File: src/rtl/datapath_mul.sv
// Register file + integer ALU with a shift-add multiplier (NBITS+1 busy cycles) that owns writeback while Busy.
// Optional DP_MULHI_EN adds MULHU (opcode 1011); controller writes and MUL requests are dropped while Busy.
module datapath_mul #(
  parameter int NBITS      = 8,
  parameter int NREGS      = 32,
  parameter int WIDTH_ALUF = 4
) (
  input  logic                      clock,
  input  logic                      reset,
  input  logic [$clog2(NREGS)-1:0]  RS1,
  input  logic [$clog2(NREGS)-1:0]  RS2,
  input  logic [$clog2(NREGS)-1:0]  RD,
  input  logic signed [NBITS-1:0]   IMM,
  input  logic [WIDTH_ALUF-1:0]     ALUControl,
  input  logic                      ALUSrc,
  input  logic                      MemtoReg,
  input  logic                      RegWrite,
  input  logic                      link,
  input  logic [NBITS-1:0]          pclink,
  output logic [NBITS-1:0]          PCReg,
  output logic                      Zero,
  output logic                      Neg,
  output logic                      Carry,
  output logic                      Overflow,
  output logic                      Busy,
  output logic                      Done,
  output logic [NBITS-3:0]          Address,
  output logic [NBITS-1:0]          WriteData,
  input  logic [NBITS-1:0]          ReadData
);

  localparam int RW = $clog2(NREGS);
  localparam int SW = $clog2(NBITS);
  localparam int CW = $clog2(NBITS);
`ifdef DP_MULHI_EN
  localparam int AW = 2 * NBITS;
`else
  localparam int AW = NBITS;
`endif
  localparam logic [RW:0] NREGS_W = (RW+1)'(NREGS);

  localparam logic [WIDTH_ALUF-1:0] OP_ADD   = WIDTH_ALUF'(0);
  localparam logic [WIDTH_ALUF-1:0] OP_SUB   = WIDTH_ALUF'(1);
  localparam logic [WIDTH_ALUF-1:0] OP_SLT   = WIDTH_ALUF'(2);
  localparam logic [WIDTH_ALUF-1:0] OP_SLTU  = WIDTH_ALUF'(3);
  localparam logic [WIDTH_ALUF-1:0] OP_AND   = WIDTH_ALUF'(4);
  localparam logic [WIDTH_ALUF-1:0] OP_OR    = WIDTH_ALUF'(5);
  localparam logic [WIDTH_ALUF-1:0] OP_XOR   = WIDTH_ALUF'(6);
  localparam logic [WIDTH_ALUF-1:0] OP_SLL   = WIDTH_ALUF'(7);
  localparam logic [WIDTH_ALUF-1:0] OP_SRL   = WIDTH_ALUF'(8);
  localparam logic [WIDTH_ALUF-1:0] OP_SRA   = WIDTH_ALUF'(9);
  localparam logic [WIDTH_ALUF-1:0] OP_MUL   = WIDTH_ALUF'(10);
`ifdef DP_MULHI_EN
  localparam logic [WIDTH_ALUF-1:0] OP_MULHU = WIDTH_ALUF'(11);
`endif

  typedef enum logic [1:0] {S_IDLE, S_MUL, S_DONE} state_t;

  logic [NBITS-1:0] regs [NREGS];
  logic [NBITS-1:0] src_a, rdata2, src_b;
  logic [NBITS:0]   diff_ext;
  logic [NBITS-1:0] sub_res;
  logic [SW-1:0]    shamt;
  logic [NBITS-1:0] alu_result;
  logic [NBITS-1:0] wb_data;
  logic [NBITS-1:0] mul_wb;
  logic             is_mul, is_mulhu, mul_op;
  logic             issue, single_we, mul_we;
  logic             ovf_int, neg_int, carry_int;

  state_t           state;
  logic [CW-1:0]    cnt;
  logic [AW-1:0]    acc;
  logic [AW-1:0]    mcand;
  logic [NBITS-1:0] mplier;
  logic [RW-1:0]    rd_lat;
`ifdef DP_MULHI_EN
  logic             hi_sel;
`endif

  // Indices beyond NREGS (non power-of-two sizes) read as zero like x0.
  always_comb begin
    src_a = '0;
    if (RS1 != '0 && {1'b0, RS1} < NREGS_W) src_a = regs[RS1];
  end

  always_comb begin
    rdata2 = '0;
    if (RS2 != '0 && {1'b0, RS2} < NREGS_W) rdata2 = regs[RS2];
  end

  assign src_b = ALUSrc ? IMM : rdata2;

  // Flags come from SrcA - SrcB regardless of the selected operation.
  assign diff_ext  = {1'b0, src_a} + {1'b0, ~src_b} + {{NBITS{1'b0}}, 1'b1};
  assign sub_res   = diff_ext[NBITS-1:0];
  assign carry_int = diff_ext[NBITS];
  assign ovf_int   = (src_a[NBITS-1] ^ src_b[NBITS-1]) & (sub_res[NBITS-1] ^ src_a[NBITS-1]);
  assign neg_int   = sub_res[NBITS-1] ^ ovf_int;
  assign shamt     = src_b[SW-1:0];

  assign Zero     = (src_a == src_b);
  assign Carry    = carry_int;
  assign Overflow = ovf_int;
  assign Neg      = neg_int;

  always_comb begin
    alu_result = src_a + src_b;
    case (ALUControl)
      OP_ADD:  alu_result = src_a + src_b;
      OP_SUB:  alu_result = sub_res;
      OP_SLT:  alu_result = {{(NBITS-1){1'b0}}, neg_int};
      OP_SLTU: alu_result = {{(NBITS-1){1'b0}}, ~carry_int};
      OP_AND:  alu_result = src_a & src_b;
      OP_OR:   alu_result = src_a | src_b;
      OP_XOR:  alu_result = src_a ^ src_b;
      OP_SLL:  alu_result = src_a << shamt;
      OP_SRL:  alu_result = src_a >> shamt;
      OP_SRA:  alu_result = $signed(src_a) >>> shamt;
      default: alu_result = src_a + src_b;
    endcase
  end

  assign PCReg     = src_a;
  assign WriteData = rdata2;
  assign Address   = alu_result[NBITS-1:2];
  assign wb_data   = link ? pclink : (MemtoReg ? ReadData : alu_result);

  assign is_mul = (ALUControl == OP_MUL);
`ifdef DP_MULHI_EN
  assign is_mulhu = (ALUControl == OP_MULHU);
  assign mul_wb   = hi_sel ? acc[2*NBITS-1:NBITS] : acc[NBITS-1:0];
`else
  assign is_mulhu = 1'b0;
  assign mul_wb   = acc;
`endif
  assign mul_op = is_mul | is_mulhu;

  assign issue     = (state == S_IDLE) && RegWrite && mul_op;
  assign single_we = (state == S_IDLE) && RegWrite && !mul_op &&
                     (RD != '0) && ({1'b0, RD} < NREGS_W);
  assign mul_we    = (state == S_DONE) && (rd_lat != '0) && ({1'b0, rd_lat} < NREGS_W);

  always_ff @(posedge clock or posedge reset) begin
    if (reset) begin
      for (int i = 0; i < NREGS; i++) regs[i] <= '0;
    end else if (mul_we) begin
      regs[rd_lat] <= mul_wb;
    end else if (single_we) begin
      regs[RD] <= wb_data;
    end
  end

  // One multiplier bit per cycle, LSB first; multiplicand shifts up alongside.
  always_ff @(posedge clock or posedge reset) begin
    if (reset) begin
      state  <= S_IDLE;
      Busy   <= 1'b0;
      Done   <= 1'b0;
      cnt    <= '0;
      acc    <= '0;
      mcand  <= '0;
      mplier <= '0;
      rd_lat <= '0;
`ifdef DP_MULHI_EN
      hi_sel <= 1'b0;
`endif
    end else begin
      case (state)
        S_IDLE: begin
          if (issue) begin
            state  <= S_MUL;
            Busy   <= 1'b1;
            cnt    <= CW'(NBITS-1);
            acc    <= '0;
            mcand  <= AW'(src_a);
            mplier <= src_b;
            rd_lat <= RD;
`ifdef DP_MULHI_EN
            hi_sel <= is_mulhu;
`endif
          end
        end
        S_MUL: begin
          if (mplier[0]) acc <= acc + mcand;
          mcand  <= mcand << 1;
          mplier <= mplier >> 1;
          if (cnt == '0) begin
            state <= S_DONE;
            Done  <= 1'b1;
          end else begin
            cnt <= cnt - CW'(1);
          end
        end
        S_DONE: begin
          state <= S_IDLE;
          Busy  <= 1'b0;
          Done  <= 1'b0;
        end
        default: begin
          state <= S_IDLE;
          Busy  <= 1'b0;
          Done  <= 1'b0;
        end
      endcase
    end
  end

endmodule

File: config.mk
export PLATFORM = sky130hd
export DESIGN_NAME = datapath_mul
export DESIGN_NICKNAME = d
export VERILOG_FILES = /design/src/rtl/datapath_mul.sv
export SDC_FILE = /design/constraint.sdc
export NUM_CORES = 1
export LEC_CHECK = 0
export ABC_AREA = 1
export BUFFER_PORTS_ARGS = -buffer_cell sky130_fd_sc_hd__buf_2
export CAP_MARGIN = 15
export CORE_ASPECT_RATIO = 1.25
export CORE_MARGIN = 2
export CORE_UTILIZATION = 39
export DETAILED_ROUTE_END_ITERATION = 16
export HOLD_SLACK_MARGIN = 0.15
export PLACE_DENSITY = 0.51
export REMOVE_ABC_BUFFERS = 1
export SLEW_MARGIN = 20
export SYNTH_ARGS = -nofsm -noshare
export SYNTH_HDL_FRONTEND = slang
export SYNTH_SLANG_ARGS = --single-unit
File: constraint.sdc
create_clock -name clock -period 13.3 [get_ports clock]
set_clock_uncertainty 0.2 [all_clocks]
set_input_delay 2.66 -clock clock [delete_from_list [all_inputs] [get_ports clock]]
set_output_delay 2.66 -clock clock [all_outputs]
set_load 0.01 [all_outputs]
# After elaboration in Yosys (flattened, before gate mapping)
# Cells that the tools add are included.
# word_totals
register_bits,292
out_inout_bits,28
elab_cells,146
# op_classes
add_sub_neg,5
n_lt_le_gt_ge,6
eq_ne,17
n_shift,3
muxes,37
n_bitwise,15
reduce_logical,23
# op_table
operator,n
bitwise mux 256 bit,2
two-way mux 256 bit,2
two-way mux 8 bit,15
binary-select mux 8 bit (select 5 bit),2
demux 8 bit (select 5 bit),2
case mux 8 bit (9 select lines),1
case mux 8 bit (2 select lines),3
"greater-or-equal comparator 6 bit, second input constant",4
inverter 5 -> 6 bit,4
nonzero test 5 bit,4
adder 8 bit,2
"equality test 4 x 3 -> 1 bit, second input constant",4
"equality test 4 bit, second input constant",3
"less-than comparator 6 x 1 -> 1 bit, second input constant",2
AND reduction 2 bit,5
adder 8 x 8 -> 9 bit,1
"adder 9 x 1 -> 9 bit, second input constant",1
AND 8 bit,1
"equality test 4 x 2 -> 1 bit, second input constant",2
equality test 8 bit,1
"!= test 2 bit, second input constant",4
inverter 8 bit,1
bitwise OR 8 bit,1
<< shifter 8 x 3 -> 8 bit,1
other kinds (22),38

# Longest topological paths before layout
# logic_depth
depth_word,18
ltp_mapped,35

# Least setup slack after synthesis
# No wires, ideal clock.
# synth_timing
path_type,input to output
from,input port RS2[1]
to,output port Address[5]
arrival_ns,6.429
slack_ns,4.011
path_stages,26
cell_sequence,buf_2 buf_4 clkbuf_1 clkbuf_1 o21ai_0 o22ai_1 o21ai_0 nand3_1 nand3_1 nand2_1 o21ai_0 ha_1 inv_1 o21bai_1 a21oi_1 or2_2 inv_1 nor2_1 o21bai_1 fa_1 nand2_1 o21ai_0 a211oi_1 nand2_1 a21oi_1 nand3_1
# synth_between
elab_chain_len,10
elab_cells_between_ends,18
# synth_rtl
element,line,rtl
"start, declared",11,"input logic [$clog2(NREGS)-1:0] RS2,"
inverter 5 -> 6 bit (implied by the code),89,"if (RS2 != '0 && {1'b0, RS2} < NREGS_W) rdata2 = regs[RS2];"
binary-select mux 8 bit (select 5 bit),89,
two-way mux 8 bit (implied by the code) (2 in a row),89,
two-way mux 8 bit (*),89,
two-way mux 8 bit (*),92,assign src_b = ALUSrc ? IMM : rdata2;
inverter 8 bit,95,"assign diff_ext = {1'b0, src_a} + {1'b0, ~src_b} + {{NBITS{1'b0}}, 1'b1};"
adder 8 x 8 -> 9 bit,95,
adder 9 x 1 -> 9 bit,95,
case mux 8 bit (9 select lines) (*),109,case (ALUControl)
"end, declared",27,"output logic [NBITS-3:0] Address,"
# Every way passes the cells marked *; elsewhere a longest branch is shown, timed or not. The select of a mux whose other input is x is not followed.

# Worst setup path in the final report
# layout_timing
from,input port RS1[0]
to,output port Address[5]
# layout_between
elab_chain_len,8
elab_cells_between_ends,16
# layout_rtl
element,line,rtl
"start, declared",10,"input logic [$clog2(NREGS)-1:0] RS1,"
inverter 5 -> 6 bit (implied by the code),84,"if (RS1 != '0 && {1'b0, RS1} < NREGS_W) src_a = regs[RS1];"
binary-select mux 8 bit (select 5 bit),84,
two-way mux 8 bit (implied by the code) (2 in a row),84,
two-way mux 8 bit (*),84,
adder 8 x 8 -> 9 bit,95,
adder 9 x 1 -> 9 bit,95,
case mux 8 bit (9 select lines) (*),109,
# Marks and branches as above.

==> impl_metrics.env <==
export IMPL_cts_setup_buffers=0
export IMPL_syn_area_sq_um=20500
export IMPL_globalRouteTotalUtil=0.348
export IMPL_port_buffers=76
export IMPL_cts_max_level=2
export IMPL_ioPinCount=77
export IMPL_gp_congestion=0.956
export IMPL_grt_max_degree=100
export IMPL_dpl_hpwl_microns=62900
export IMPL_worst_setup_path_type="in -> out"
export IMPL_powerDensity_nw_per_um2=184
export IMPL_yosys_warnings=0
export IMPL_rows=93
export IMPL_cp_required_ns=10.44
export IMPL_grt_busiest_layer="met2"
export IMPL_antenna_found_initial=2
export IMPL_met1_usage=0.434
export IMPL_ant_nets=0
export IMPL_fp_coreArea_sq_um=51700
export IMPL_cts_hold_buffers_added=0
export IMPL_status="completed"
export IMPL_clk_latency_ns=0.59
export IMPL_pre_cts_slack_ns=2.05
export IMPL_critPathBufInv=6
export IMPL_multi_input_area_sq_um=11500
export IMPL_num_antenna_cells=0
export IMPL_dieWidth_microns=209
export IMPL_die_area_sq_um=54400
export IMPL_start_kind="primary input"
export IMPL_cts_root_buf="clkbuf_16"
export IMPL_finalHoldViolCount=0
export IMPL_syn_to_final_growth_pct=9.31
export IMPL_peakVddDrop_mv=0.121
export IMPL_rsz0062_at_grt="no"
export IMPL_initial_core_util=0.396
export IMPL_ys_seq_elements=292
export IMPL_worst_slew_pin_slew_ns=1.20
export IMPL_synth_flop_cell="dfrtp_1"
export IMPL_wl_per_cell_microns=25.9
export IMPL_drt_iter0_markers=3031
export IMPL_cpPeakStageDelay_ns=0.83
export IMPL_fmax_mhz=87.5
export IMPL_synthTopCellsByArea="dfrtp_1 36%, nand2_1 11%, nor2_1 9.8%, a21oi_1 9.7%, o21ai_0 6.5%"
export IMPL_cts_sinks=292
export IMPL_vias_per_cell=6.11
export IMPL_slew_headroom=0.198
export IMPL_setup_viol_count_final=0
export IMPL_drtPass1Iterations=6
export IMPL_ff_latch_area_sq_um=7310
export IMPL_cts_buffers_inserted=37
export IMPL_synthArstFlopShare=1.00
export IMPL_cts_tree="done"
export IMPL_hold_class="reg -> reg"
export IMPL_slowest_stage="clkinv_2"
export IMPL_report_final_slew_viol_count=0
export IMPL_crit_arrival_ns=8.56
export IMPL_synth_top_cell_area_share=0.357
export IMPL_vias=22578
export IMPL_synth_cells=3024
export IMPL_p_leak_uw=0.0103
export IMPL_fin_setup_tns_ns=0
export IMPL_totalWireLength_microns=95700
export IMPL_drive_gt1_frac=0.0772
export IMPL_fillers=5501
export IMPL_synth_most_common_cell="nand2_1"
export IMPL_cts_buffer_depth=3
export IMPL_path_clk_slew_ns=0.06
export IMPL_cp_top_family="buffers and inverters"
export IMPL_nets=3092
export IMPL_grt_pass1_wl_microns=142000
export IMPL_overflow=0
export IMPL_gr_usage_met2=0.582
export IMPL_synth_commonest_cells="589 x nand2_1, 534 x nor2_1, 395 x a21oi_1, 292 x dfrtp_1, 266 x o21ai_0"
export IMPL_die_y_microns=260
export IMPL_grt_pass1_vias=21717
export IMPL_synth_edf_count=0
export IMPL_synth_top_area_cell="dfrtp_1"
export IMPL_cp_end_kind="output port"
export IMPL_fin_crit_sh=0.859
export IMPL_fin_crit_ns=11.42
export IMPL_max_cap_viol_count=0
export IMPL_drc=0
export IMPL_use_met3=0.0559
export IMPL_worst_path_most_repeated_cell="nand3_1"
export IMPL_synth_seq_area_share=0.357
export IMPL_layout_setup_ws_ns=1.88
export IMPL_cts_repair_resized=0
export IMPL_cp_max_fo=71
export IMPL_ys_types=52
export IMPL_avgSynthCellArea_sq_um=6.77
[power by group]
group	internal (uW)	leakage, uW	total [uW]	switching, uW
registers	1220	0.00373	1610	391
logic	442	0.00590	1400	958
clock network	656	0.000632	1110	450
total	2320	0.0103	4120	1800
[flip-flops by register name, indices dropped and copies added (netlist names)]
| name | cells |
|---|---|
| cnt | 3 |
| rd_lat | 5 |
| Busy | 1 |
| mplier | 8 |
| acc | 8 |
| Done | 1 |
| regs | 256 |
| mcand | 8 |
| state | 2 |
[layout by cell type, fill, tap and decap left out, types with 25 or more instances in the layout]
master,instances
clkinv_1,25
buf_4,38
o211ai_1,44
o21ai_1,27
dfrtp_1,292
inv_1,168
o221ai_1,49
nand3_1,204
ha_1,35
o21ai_0,266
a21oi_1,395
nand2_1,589
a22oi_1,74
nor2_1,534
clkbuf_16,37
buf_2,74
[cell families after synthesis]
family                     share of synthesized area
adders and majority gates                     0.0253
buffers and inverters                         0.0836
and+or+nand+nor                                0.279
xor gates and xnor gates                     0.00342
DFF                                            0.357
muxes                                        0.00147
AOI/OAI and AO/OA                              0.250
[worst paths after layout]
| kind | from | end | slack, ns | cells past startpoint |
|---|---|---|---|---|
| setup / recovery | RS1[0] | Address[5] | 1.88 | 25 |
| min in group asynchronous | reset | regs[69] | 1.98 | 2 |
| max in group asynchronous | reset | regs[22] | 8.71 | 4 |
| setup reg to reg | regs[72] | regs[160] | 7.06 | 30 |
| hold / removal | regs[254] | regs[254] | 0.20 | 0 |
| hold reg to reg | regs[254] | regs[254] | 0.20 | 0 |
[per-layer routing]
metal  vias up  routed length (microns)
li1      10179                        -
met4         2                     5450
met5         -                       13
met1     10922                    37200
met3       290                     8050
met2      1185                    45000
[metrics by stage]
stage	power, uW	hold slack, ns	util	std cells	instance area, sq um
after floorplan	2280	0.168	-	2851	19500
after global placement	2950	0.187	0.408	3630	21100
after detailed placement	2970	0.192	0.408	3630	21100
after CTS	4090	0.205	0.433	3697	22400
after global routing	4330	0.217	0.433	3697	22400
final	4120	0.203	0.433	3697	22400
[area by class of cell]
type | instances | area share
clock inverters | 19 | 0.0138
inverters | 208 | 0.0354
repair buffers | 114 | 0.0307
clock buffers | 48 | 0.0446
flip-flops and latches | 292 | 0.326
well taps | 665 | 0.0372
multi-input cells | 2351 | 0.512
Power figures use the tool's default switching activity.
